$ cat src/rtl/npc_pkg.sv
// Shared NPC core definitions: datapath width, reset PC, canonical nop,
// IFU state encoding and a small alignment helper.
package npc_pkg;

    localparam int          NPC_XLEN     = 32;
    localparam logic [31:0] NPC_RESET_PC = 32'h8000_0000;
    localparam logic [31:0] NOP_INST     = 32'h0000_0013;   // addi x0, x0, 0

    typedef enum logic [1:0] {
        S_REQ  = 2'd0,
        S_WAIT = 2'd1,
        S_OUT  = 2'd2,
        S_NEXT = 2'd3
    } ifu_state_e;

    // True when the low address bits select a 32-bit word boundary.
    function automatic logic is_word_aligned(input logic [1:0] lsb);
        return (lsb == 2'b00);
    endfunction

endpackage

$ cat src/rtl/ifu_fetch.sv
// Multi-cycle instruction fetch unit. Owns the architectural PC, issues one
// instruction memory read at a time, buffers the response for decode and
// then waits for execute to supply the next PC.
// Optional build macro IFU_ALIGN_CHECK_EN: a misaligned PC raises a fetch
// fault (nop + inst_fault) without touching memory.
module ifu_fetch
    import npc_pkg::*;
#(
    parameter int              XLEN     = NPC_XLEN,
    parameter logic [XLEN-1:0] RESET_PC = NPC_RESET_PC
) (
    input  logic            clk,
    input  logic            rst,
    output logic            imem_req_valid,
    input  logic            imem_req_ready,
    output logic [XLEN-1:0] imem_req_addr,
    input  logic            imem_resp_valid,
    input  logic [XLEN-1:0] imem_resp_data,
    input  logic            imem_resp_err,
    output logic            inst_valid,
    input  logic            inst_ready,
    output logic [XLEN-1:0] inst,
    output logic [XLEN-1:0] inst_pc,
    output logic            inst_fault,
    input  logic            npc_valid,
    input  logic [XLEN-1:0] npc,
    output logic            npc_ready,
    output logic [XLEN-1:0] pc
);

`ifdef IFU_ALIGN_CHECK_EN
    localparam bit ALIGN_CHECK = 1'b1;
`else
    localparam bit ALIGN_CHECK = 1'b0;
`endif

    localparam logic [XLEN-1:0] NOP = XLEN'(NOP_INST);

    ifu_state_e state;
    logic       req_valid_q;
    logic       inst_valid_q;
    logic       npc_ready_q;

    // With the check disabled every address is sent to memory as-is.
    function automatic logic addr_ok(input logic [XLEN-1:0] a);
        return !ALIGN_CHECK || is_word_aligned(a[1:0]);
    endfunction

    // Handshake flags are registered and updated together with the state,
    // so each one is high exactly while its state is current.
    always_ff @(posedge clk) begin
        if (rst) begin
            state        <= S_REQ;
            pc           <= RESET_PC;
            inst         <= '0;
            inst_pc      <= RESET_PC;
            inst_fault   <= 1'b0;
            req_valid_q  <= addr_ok(RESET_PC);
            inst_valid_q <= 1'b0;
            npc_ready_q  <= 1'b0;
        end else begin
            case (state)
                S_REQ: begin
                    if (!addr_ok(pc)) begin
                        // Misaligned fetch never reaches memory; report it as a faulted nop.
                        inst         <= NOP;
                        inst_pc      <= pc;
                        inst_fault   <= 1'b1;
                        inst_valid_q <= 1'b1;
                        state        <= S_OUT;
                    end else if (imem_req_ready) begin
                        req_valid_q <= 1'b0;
                        state       <= S_WAIT;
                    end
                end
                S_WAIT: begin
                    if (imem_resp_valid) begin
                        // A faulted word is replaced by a nop so decode has no side effects.
                        inst         <= imem_resp_err ? NOP : imem_resp_data;
                        inst_pc      <= pc;
                        inst_fault   <= imem_resp_err;
                        inst_valid_q <= 1'b1;
                        state        <= S_OUT;
                    end
                end
                S_OUT: begin
                    if (inst_ready) begin
                        inst_valid_q <= 1'b0;
                        npc_ready_q  <= 1'b1;
                        state        <= S_NEXT;
                    end
                end
                S_NEXT: begin
                    if (npc_valid) begin
                        pc          <= npc;
                        npc_ready_q <= 1'b0;
                        req_valid_q <= addr_ok(npc);
                        state       <= S_REQ;
                    end
                end
                default: state <= S_REQ;
            endcase
        end
    end

    assign imem_req_valid = req_valid_q;
    assign imem_req_addr  = pc;
    assign inst_valid     = inst_valid_q;
    assign npc_ready      = npc_ready_q;

endmodule
$ cat config.mk
export PLATFORM = sky130hd
export DESIGN_NAME = ifu_fetch
export DESIGN_NICKNAME = d
export VERILOG_FILES = /design/src/rtl/npc_pkg.sv /design/src/rtl/ifu_fetch.sv
export SDC_FILE = /design/constraint.sdc
export NUM_CORES = 1
export LEC_CHECK = 0
export CORE_ASPECT_RATIO = 0.75
export CORE_MARGIN = 2
export CORE_UTILIZATION = 25
export DETAILED_ROUTE_END_ITERATION = 8
export PLACE_DENSITY = 0.65
export SYNTH_ARGS = -nofsm -noshare
export SYNTH_HDL_FRONTEND = slang
export SYNTH_SLANG_ARGS = --single-unit
$ cat constraint.sdc
create_clock -name clk -period 2.5 [get_ports clk]
set_clock_uncertainty 0.1 [all_clocks]
set_input_delay 0.5 -clock clk [delete_from_list [all_inputs] [get_ports clk]]
set_output_delay 0.5 -clock clk [all_outputs]
set_load 0.01 [all_outputs]
# --- Word-level counts from Yosys, hierarchy flattened ---
# Cells that the tools add are included.
totals:
  reg_bits: 102
  latchBits: 0
  ram_bits: 0
  rom_bits: 0
  inputBits: 71
  out_inout_bits: 132
  elab_cells: 40
  n_memories: 0
classes:
  n_addsub: 0
  mul: 0
  div: 0
  n_lt_le_gt_ge: 0
  eq_ne: 7
  shifts: 0
  mux: 15
  bitwise: 0
  n_reduce_logical: 10
op_table:
  columns: ["op", "n"]
  rows:
  - ["32-bit 2-to-1 mux", 1]
  - ["3-bit AND reduction", 3]
  - ["2-bit 2-to-1 mux", 4]
  - ["2-bit inequality test, second input constant", 4]
  - ["2-bit one-hot mux with 4 select lines", 1]
  - ["1-bit 2-to-1 mux", 6]
  - ["1-bit one-hot mux with 2 select lines", 3]
  - ["2-bit nonzero test", 3]
  - ["2-bit equality test, second input constant", 2]
  - ["2-bit AND reduction", 2]
  - ["4-bit AND reduction", 1]
  - ["2-bit by 1-bit equality test with 1-bit output, second input constant", 1]
  - ["2-bit logical NOT", 1]

# --- Longest topological paths before layout ---
# Gate-level depths: netlist of the first run.
depth:
  depth_word: 3
  ltp_mapped: 7
  ltp_nobuf: 5

# --- Worst setup path before layout of the first run ---
# OpenSTA, ideal clock, no wires.
synth_path:
  path_kind: "register to register"
  start: "register state[1]"
  end: "register inst_valid_q, in the netlist inst_valid"
  setup_ns: 0.088
  arrival_time_ns: 1.292
  required_time_ns: 2.312
  path_slack_ns: 1.021
  path_stages_with_launch: 7
  path_buffers: 1
  synth_period_minus_slack_ns: 1.479
  path_cell_list: "dfxtp_1 > inv_1 > ha_1 > and2_4 > buf_6 > and3_1 > nor4_2"
synth_via:
  elab_chain_cells: 3
  elab_cells_between_ends: 7
  cone_classes: "4 x eq/ne; 1 x mux; 2 x reduce/logical"
synth_rtl:
  columns: ["element", "line_no", "rtl"]
  rows:
  - ["start: declaration", "ifu_fetch.sv:39", "ifu_state_e state;"]
  - ["start signal: assignment", "ifu_fetch.sv:53", "state <= S_REQ;"]
  - ["start signal: assignment", "ifu_fetch.sv:70", "state <= S_OUT;"]
  - ["start signal: assignment", "ifu_fetch.sv:73", "state <= S_WAIT;"]
  - ["2-bit equality test or 2-bit by 1-bit equality test with 1-bit output (tied branches)", "ifu_fetch.sv:62", "case (state)"]
  - ["2-bit inequality test (no source line) or 2-bit nonzero test (tied branches)", null, null]
  - ["3-bit AND reduction (no source line)", null, null]
  - ["end signal: assignment", "ifu_fetch.sv:59", "inst_valid_q <= 1'b0;"]
  - ["end signal: assignment", "ifu_fetch.sv:69", "inst_valid_q <= 1'b1;"]
  - ["end signal: assignment", "ifu_fetch.sv:82", "inst_valid_q <= 1'b1;"]
  - ["end: declaration", "ifu_fetch.sv:41", "logic inst_valid_q;"]
# Parallel ways exist; a longest one is shown, timed or not.
# A chain may end at the register's enable or synchronous reset.

# --- Final worst setup path of the first run ---
layout_path:
  start: "register pc[19], in the netlist imem_req_addr[19]"
  end: "output pc[19]"
layout_lines:
  columns: ["element", "line_no", "rtl"]
  rows:
  - ["start: declaration", "ifu_fetch.sv:28", "output logic [XLEN-1:0] pc"]
  - ["start signal: assignment", "ifu_fetch.sv:95", "pc <= npc;"]
# No word-level cell between the ends.

==> impl_results.md, run 1 <==
- DR vias: 3822
- Max stage delay on crit path: 0.57 ns
- Largest net degree at the start of global routing: 43
- Overall Global Routing Usage: 13.4%
- CP Class: reg -> out
- R2r endpoint: inst[26]
- NumNets Final: 739
- Hold depth: 2
- Die X: 153 microns
- Clock power share: 31.6%
- Post-route insts no fill: 876
- Cell internal pwr: 0.00290 W
- # clock sinks: 102
- Sequential Area: 0.00204 sq mm
- Worst R2R Path Depth: 6
- Max frequency: 513 MHz
- Hold WC Path Type: reg -> reg
- Worst skew pair latency: 0.34 ns
- I/O Buffers: 202
- Worst hold endpoint: inst[12]
- Switching pwr: 0.00121 W
- Status: complete, no violations
- Worst-path cell chain: clkdlybuf4s50_1
- Die area: 0.0176 sq mm
- Final min period: 1.95 ns
- Max-Cap Viols: 0
- WP data required: 1.90 ns
- Io pins: 203
- Met1 Track Usage GR: 17.8%
- Layout cells sized above 1: 4.20%
- Routability Congestion: 0.714
- R2R Setup Slk: 0.72 ns
- Rows: 40
- Global routing usage on met2: 20.7%
- Pwr Density: 644 mW/mm^2
- Setup repair bufs after CTS: 0
- ANT nets after route: 0
- Area of the multi-input gates: 0.00165 sq mm
- Die height: 115 microns
- Hold path startpoint: inst[12]
- Commonest cells after routing, fill and taps aside: 201 x clkdlybuf4s50_1, 161 x nand2_1, 102 x dfxtp_1
- Max-slew violation count: 0
- Crit-path max FO: 4
- Placed insts: 860
- Area grow syn2layout: 54.2%
- DRT iter0 DRCs: 139
- First-pass GRT wire length: 19000 microns
- Synth Register Bits: 102
- Register area share after synthesis: 49.3%
- Syn Inst Count: 505
- Final setup viols: 0
- GRT overflow: 0
- Sw Ratio: 29.4%
- Top delay family on crit path: buffers and inverters
- Sum of negative setup slack: 0 ns
- Syn_area_per_cell: 8.19 sq um
- Cts repair resizes: 0
- Synth cell types: 27
- Wire length per cell: 13.8 microns
- Dpl hpwl: 8460 microns
- # fillers: 1666
- Pre-CTS setup slack: 0.440 ns
- Post-Syn Nets: 583
- Vias in the first global route: 3517
- CTS tree: built
- Comb pwr share: 24.3%
- Max clock buf depth: 2
- Worst slew pin tran: 0.491 ns
- Startpoint types: flop
- Final Cycle Share: 77.9%
- CTS clk-pin slew, worst paths: 0.07 ns
- Initial Util: 25.7%
- Via density: 4.36
- CP max-delay cell: clkdlybuf4s50_1
- Sequential Power Share: 44.1%
- DRC errors left: 0
- Initial antenna violation count: 0
- Crit path capture type: primary output
- Root Driver: clkbuf_16
- H-tree depth: 3
- Fin. Hold Viols: 0
- DR pass1 iterations: 5
- WP buf/inv: 1
- Setup WS post-layout: 0.552 ns
- Ys Warns: 0
- Layer with the highest usage: met2
- Pleak: 2.12 nW
- Diode count: 0
- Num CTS Buffers: 9
- Most common cell after layout, fill and taps aside: clkdlybuf4s50_1
- Routed WL: 12100 microns
- Synth Cell Area: 0.00414 sq mm
- Core ar.: 0.0161 sq mm
- RSZ-0062 raised after global routing: false
- Slew headroom: 67.3%
- Met3 Use GR: 4.90%
- R2R Path Start: state[1]
- Critical Path AT: 1.35 ns
- Worst Setup SP: imem_req_addr[19]
- Worst VDD drop: 291 uV
- Hold buffers post-CTS: 0
[sequential cells by signal, summed over array words and instances, names as in the netlist]
signal / cells
state: 2
inst_fault: 1
imem_req_valid: 1
inst: 32
imem_req_addr: 32
inst_valid: 1
inst_pc: 32
npc_ready: 1
[logic make-up after synthesis]
group | synth area share (%)
compound gates | 12.6
fa+ha+maj | 2.12
mux | 0.484
simple gates | 24.7
buf+inv | 10.8
flops | 49.3
[cell type report]
| type | instances | share of cell area, % |
|---|---|---|
| Timing Repair Buffer | 212 | 33.6 |
| Sequential cell | 102 | 32.0 |
| Multi-Input combinational cell | 333 | 25.9 |
| Tap cell | 210 | 4.12 |
| Clock buffer | 12 | 3.71 |
| Clock inverter | 4 | 0.529 |
| Inverter | 3 | 0.176 |
[routing by layer]
metal	share of wire (%)	wire [microns]
met4	1.3	153
met5	0	0
met1	47	5730
met2	44	5290
met3	7.9	954
[worst max path at each step]
stage                 endpoint  slack, ns  cells after the start
finish                  pc[19]       0.55                      1
global route            pc[19]       0.47                      1
CTS                     pc[19]       0.51                      1
detailed placement    inst[26]       0.44                      5
global placement       inst[6]       0.51                      5
floorplan           inst_valid       1.02                      6
[power by group through the flow]
stage          combinational [W]  clock, W  sequential [W]
6_report                0.000998   0.00130         0.00181
3_3_place_gp             0.00101         0         0.00185
2_1_floorplan           0.000535         0         0.00188
3_5_place_dp             0.00101         0         0.00185
5_1_grt                  0.00110   0.00141         0.00183
4_1_cts                  0.00101   0.00136         0.00182
[stage by stage]
| step | utilization [%] | hold WS (ns) | cell area, sq um | power, W |
|---|---|---|---|---|
| final | 39.6 | 0.351 | 6380 | 0.00411 |
| after detailed placement | 37.9 | 0.343 | 6110 | 0.00286 |
| after global placement | 37.9 | 0.339 | 6110 | 0.00286 |
| after floorplan | - | 0.376 | 4140 | 0.00241 |
| after global routing | 39.6 | 0.373 | 6380 | 0.00434 |
| after CTS | 39.6 | 0.352 | 6380 | 0.00419 |
[Yosys cell counts]
cell	n	share of area, %
buf_6	5	1.4
nor2b_1	4	0.60
o2111a_1	1	0.27
ha_1	7	2.1
and2_4	1	0.21
buf_1	4	0.36
buf_4	35	6.4
nand4_1	1	0.15
nor4_2	1	0.30
nand3b_1	32	5.8
and2_1	1	0.15
o21ai_0	1	0.12
o21bai_1	2	0.36
nand3_1	2	0.24
clkbuf_1	11	1.0
nand2b_1	8	1.2
or2_2	1	0.15
a21oi_1	96	12
nor2_1	3	0.27
inv_1	3	0.27
buf_2	12	1.5
dfxtp_1	102	49
mux2i_1	2	0.48
and3_1	1	0.15
a211o_1	1	0.21
nand2_1	162	15
nor3_1	6	0.73
[tightest hold or removal path: cells and delay by family (launching register included)]
family / cells / cell delay [ns]
flops: 1 / 0.31
simple gates: 1 / 0.05
compound gates: 1 / 0.05
No activity file was read; power rests on OpenSTA's default activity.
==> inputs of run 2 (changes only) <==
==> constraint.sdc (replaced) <==
create_clock -name clk -period 1.8 [get_ports clk]
set_clock_uncertainty 0.1 [all_clocks]
set_input_delay 0.36 -clock clk [delete_from_list [all_inputs] [get_ports clk]]
set_output_delay 0.36 -clock clk [all_outputs]
set_load 0.01 [all_outputs]
==> run 2 against run 1 <==
  * Global-route usage rose by 0.29 points
  * Via count increased by 1.6%
  * Highest routed layer unchanged
  * Largest power group unchanged
  * Setup slack lost 0.50 ns
  * Register-to-register slack worse by 0.48 ns
  * Combinational power is 44% higher
  * Core utilization is 1.1 points higher
==> impl_results.md, run 2 (same netlist as run 1, synthesis figures left out) <==
- Dpl hpwl: 8770 microns (+3.7%)
- First-pass GRT wire length: 19200 microns (+1.2%)
- Vias in the first global route: 3561 (+1.3%)
- Fin. Hold Viols: 0 (unchanged)
- Worst-path cell chain: clkdlybuf4s50_1
- Commonest cells after routing, fill and taps aside: 176 x clkdlybuf4s50_1, 161 x nand2_1, 96 x a21oi_1
- Placed insts: 867 (+0.81%)
- Sequential Area: 0.00206 sq mm (+0.92%)
- Diode count: 0 (unchanged)
- Post-route insts no fill: 883 (+0.80%)
- CP Class: reg -> out
- Die X: 153 microns (unchanged)
- Total Power: 0.00593 W (+44%)
- Final min period: 1.74 ns
- Initial Util: 25.7% (unchanged)
- GRT overflow: 0 (unchanged)
- Pre-CTS setup slack: 0.0986 ns (-0.341 ns)
- CTS tree: built
- Root Driver: clkbuf_16
- Max-Cap Viols: 0 (unchanged)
- H-tree depth: 3 (unchanged)
- Die area: 0.0176 sq mm (unchanged)
- Routed WL: 12400 microns (+2.1%)
- WP data required: 1.34 ns (-0.56 ns)
- WHS: 0.337 ns (-0.0140 ns)
- Pwr Density: 905 mW/mm^2 (+41%)
- Hold WC Path Type: in -> reg
- Largest net degree at the start of global routing: 49 (+14%)
- Overall Global Routing Usage: 13.7% (+0.29 points)
- Pleak: 2.58 nW (+22%)
- CP max-delay cell: clkdlybuf4s50_1
- Worst VDD drop: 440 uV (+51%)
- DR pass1 iterations: 4 (-1)
- Startpoint types: flop
- Hold buffers post-CTS: 0 (unchanged)
- Layout cells sized above 1: 7.58% (+3.4 points)
- Sum of negative setup slack: 0 ns (unchanged)
- Initial antenna violation count: 0 (unchanged)
- Final setup viols: 0 (unchanged)
- DR vias: 3884 (+1.6%)
- Setup WS post-layout: 0.0555 ns (-0.497 ns)
- Status: complete, no violations
- I/O Buffers: 202 (unchanged)
- Core ar.: 0.0161 sq mm (unchanged)
- Rows: 40 (unchanged)
- CTS clk-pin slew, worst paths: 0.07 ns (about the same)
- DRC errors left: 0 (unchanged)
- Area grow syn2layout: 58.4%
- Final Cycle Share: 96.9%
- Wire length per cell: 14.0 microns (+1.3%)
- Worst slew pin tran: 0.378 ns (-0.113 ns)
- Max clock buf depth: 2 (unchanged)
- Critical Path AT: 1.28 ns (-0.07 ns)
- Slew headroom: 74.8% (+7.5 points)
- Area of the multi-input gates: 0.00165 sq mm (unchanged)
- Top delay family on crit path: buffers and inverters
- ANT nets after route: 0 (unchanged)
- Worst skew pair latency: 0.34 ns (about the same)
- Io pins: 203 (unchanged)
- R2R Setup Slk: 0.24 ns (-0.48 ns)
- # clock sinks: 102 (unchanged)
- Crit-path max FO: 4 (unchanged)
- NumNets Final: 746 (+0.95%)
- Routability Congestion: 0.742 (+3.9%)
- Most common cell after layout, fill and taps aside: clkdlybuf4s50_1
- Max frequency: 573 MHz
- Die height: 115 microns (unchanged)
- Num CTS Buffers: 9 (unchanged)
- # fillers: 1628 (-2.3%)
- Crit path capture type: primary output
- Via density: 4.40 (+0.82%)
- WP buf/inv: 1 (unchanged)
- DRT iter0 DRCs: 186 (+34%)
- Max stage delay on crit path: 0.56 ns (about the same)
- Max-slew violation count: 0 (unchanged)
run 2: routing by layer:
layer  share of wire, %  global-route usage [%]
met1                 46                    17.9
met2                 44                    21.4
met3                8.1                    5.27
met4                1.3                    3.95
met5                  0                       0
run 2: cell type report:
class                   count  area share (%)
clock inverters             4           0.859
repair buffers            219            34.6
inverters                   3           0.172
multi-input cells         333            25.2
flip-flops and latches    102            31.4
well taps                 210            4.01
clock buffers              12            3.76
run 2: path summary, 6_finish.rpt:
| check | start | endpoint | cells after the start |
|---|---|---|---|
| hold / removal | rst | inst[29] | 2 |
| setup reg to reg | state[1] | inst[3] | 6 |
| hold reg to reg | inst[25] | inst[25] | 2 |
| setup / recovery | imem_req_addr[8] | pc[8] | 1 |
run 2: what timing repair did:
item | CTS | global route
gates resized for setup | 7 | 33
setup buffers | 0 | 0
setup endpoints to repair | 10 | 42
run 2: where the power goes:
| group | leakage (nW) | internal [W] | switching [W] |
|---|---|---|---|
| registers | 0.831 | 0.00241 | 0.000115 |
| clock network | 0.147 | 0.00113 | 0.000849 |
| logic | 1.61 | 0.000715 | 0.000725 |
run 2: per-stage QoR:
| step | utilization (%) | cell area [sq um] |
|---|---|---|
| after floorplan | - | 4140 |
| after global placement | 38.4 | 6190 |
| after detailed placement | 38.4 | 6190 |
| after CTS | 40.3 | 6490 |
| after global routing | 40.7 | 6560 |
| final | 40.7 | 6560 |
==> inputs of run 3 (changes only) <==
--- a/config.mk
+++ b/config.mk
@@ -9,7 +9,8 @@
 export CORE_MARGIN = 2
 export CORE_UTILIZATION = 25
 export DETAILED_ROUTE_END_ITERATION = 8
-export PLACE_DENSITY = 0.65
+export GPL_TIMING_DRIVEN = 1
+export PLACE_DENSITY = 0.59
 export SYNTH_ARGS = -nofsm -noshare
 export SYNTH_HDL_FRONTEND = slang
 export SYNTH_SLANG_ARGS = --single-unit
==> run 3 against run 2 <==
  * Non-clock buffer count shrank 3
  * Largest power group unchanged
  * Critical endpoint is now pc[24]
  * Register-to-register slack worse by 0.07 ns
  * Largest cell class unchanged
  * Die area did not move
  * Setup slack worse by 0.012 ns
  * Total power shrank 1.7%
  * Critical path type unchanged
==> impl_results.md, run 3 (same netlist as run 1, synthesis figures left out) <==
- Fin. Hold Viols: 0 (unchanged)
- Placed cell area: 0.00618 sq mm (-0.16%)
- CTS clk-pin slew, worst paths: 0.07 ns (about the same)
- Io pins: 203 (unchanged)
- H-tree depth: 3 (unchanged)
- Final min period: 1.76 ns (+0.0118 ns)
- Final Cycle Share: 97.6% (+0.65 points)
- CTS tree: built
- Pleak: 2.33 nW (-10%)
- Max-slew violation count: 0 (unchanged)
- Worst-path cell chain: clkdlybuf4s50_1
- Area grow syn2layout: 57.1%
- Rows: 40 (unchanged)
- # clock sinks: 102 (unchanged)
- First-pass GRT wire length: 19400 microns (+0.86%)
- CP Class: reg -> out
- Post-route cell area: 0.00650 sq mm (-0.86%)
- Top delay family on crit path: buffers and inverters
- DRC errors left: 0 (unchanged)
- Die height: 115 microns (unchanged)
- Commonest cells after routing, fill and taps aside: 191 x clkdlybuf4s50_1, 161 x nand2_1, 96 x a21oi_1
- Critical Path AT: 1.30 ns (+0.02 ns)
- DR vias: 3884 (unchanged)
- Worst slew pin tran: 0.627 ns (+0.249 ns)
- Max clock buf depth: 2 (unchanged)
- Most common cell after layout, fill and taps aside: clkdlybuf4s50_1
- I/O Buffers: 202 (unchanged)
- WHS: 0.344 ns (+0.00731 ns)
- Pwr Density: 898 mW/mm^2 (-0.87%)
- Crit-path max FO: 4 (unchanged)
- Wire length per cell: 14.1 microns (+0.52%)
- Max stage delay on crit path: 0.56 ns (about the same)
- Status: complete, no violations
- RSZ-0062 raised after global routing: false
- NumNets Final: 743 (-0.40%)
- Overall Global Routing Usage: 13.6% (-0.083 points)
- DR pass1 iterations: 4 (unchanged)
- WP data required: 1.34 ns (about the same)
- Die X: 153 microns (unchanged)
- Initial antenna violation count: 0 (unchanged)
- Crit path capture type: primary output
- Core ar.: 0.0161 sq mm (unchanged)
- Initial Util: 25.7% (unchanged)
- Die area: 0.0176 sq mm (unchanged)
- Vias in the first global route: 3691 (+3.7%)
- Total Power: 0.00583 W (-1.7%)
- Worst skew pair latency: 0.33 ns (about the same)
- Max-Cap Viols: 0 (unchanged)
- CP max-delay cell: clkdlybuf4s50_1
- Layout cells sized above 1: 6.42% (-1.2 points)
- GRT overflow: 0 (unchanged)
- Startpoint types: flop
- Hold depth: 3 (+1)
- Dpl hpwl: 8890 microns (+1.4%)
- Worst R2R Path Depth: 6 (unchanged)
- Num CTS Buffers: 9 (unchanged)
- ANT nets after route: 0 (unchanged)
- Slew headroom: 58.2% (-17 points)
- Diode count: 0 (unchanged)
- Setup repair bufs after CTS: 0 (unchanged)
- Via density: 4.41 (+0.34%)
- Worst VDD drop: 502 uV (+14%)
- WP buf/inv: 1 (unchanged)
- Hold WC Path Type: in -> reg
- Routed WL: 12400 microns (+0.18%)
- Final setup viols: 0 (unchanged)
- Largest net degree at the start of global routing: 61 (+24%)
- Crit. path cell count: 1 (unchanged)
- Root Driver: clkbuf_16
- DRT iter0 DRCs: 142 (-24%)
- Max frequency: 569 MHz (-0.67%)
- Sum of negative setup slack: 0 ns (unchanged)
- Routability Congestion: 0.746 (+0.44%)
[run 3: layout make-up]
type | count | area (sq um)
clock buffer | 11 | 243
inverter | 3 | 11.3
clock inverter | 5 | 42.5
tap | 210 | 263
timing repair buffer | 216 | 2230
sequential | 102 | 2050
fill | 1610 | 9620
multi-input combinational | 333 | 1660
[run 3: worst paths after layout]
check | startpoint | to | slack [ns]
worst min register to register | inst[12] | inst[12] | 0.35
worst max register to register | state[1] | inst[27] | 0.17
worst min-delay path | rst | inst_fault | 0.34
worst max-delay path | imem_req_addr[24] | pc[24] | 0.04
[run 3: through the flow]
stage                     worst slack, ns  util (%)  std cells
final                              0.0437      40.3        880
after global routing            0.0000929      40.3        880
after CTS                         0.00569      40.1        880
after detailed placement           0.0657      38.3        864
after global placement              0.130      38.3        864
after floorplan                     0.321         -        505
[run 3: routing by layer]
layer / global-route usage [%] / wire (microns) / up-vias
met2: 23.0 / 5740 / 138
met5: 0 / 0 / -
met4: 3.40 / 108 / 0
met1: 17.0 / 5630 / 1802
li1: - / - / 1935
met3: 4.75 / 920 / 9
[run 3: repair_timing]
| item | 4_1_cts | 5_1_grt |
|---|---|---|
| hold buffers | 0 | 0 |
| setup endpoints to repair | 7 | 22 |
| gates resized for setup | 5 | 15 |
[run 3: power breakdown]
| part | internal (W) | switching (W) |
|---|---|---|
| Clock | 0.000992 | 0.000865 |
| Combinational | 0.000725 | 0.000726 |
| Sequential | 0.00240 | 0.000121 |
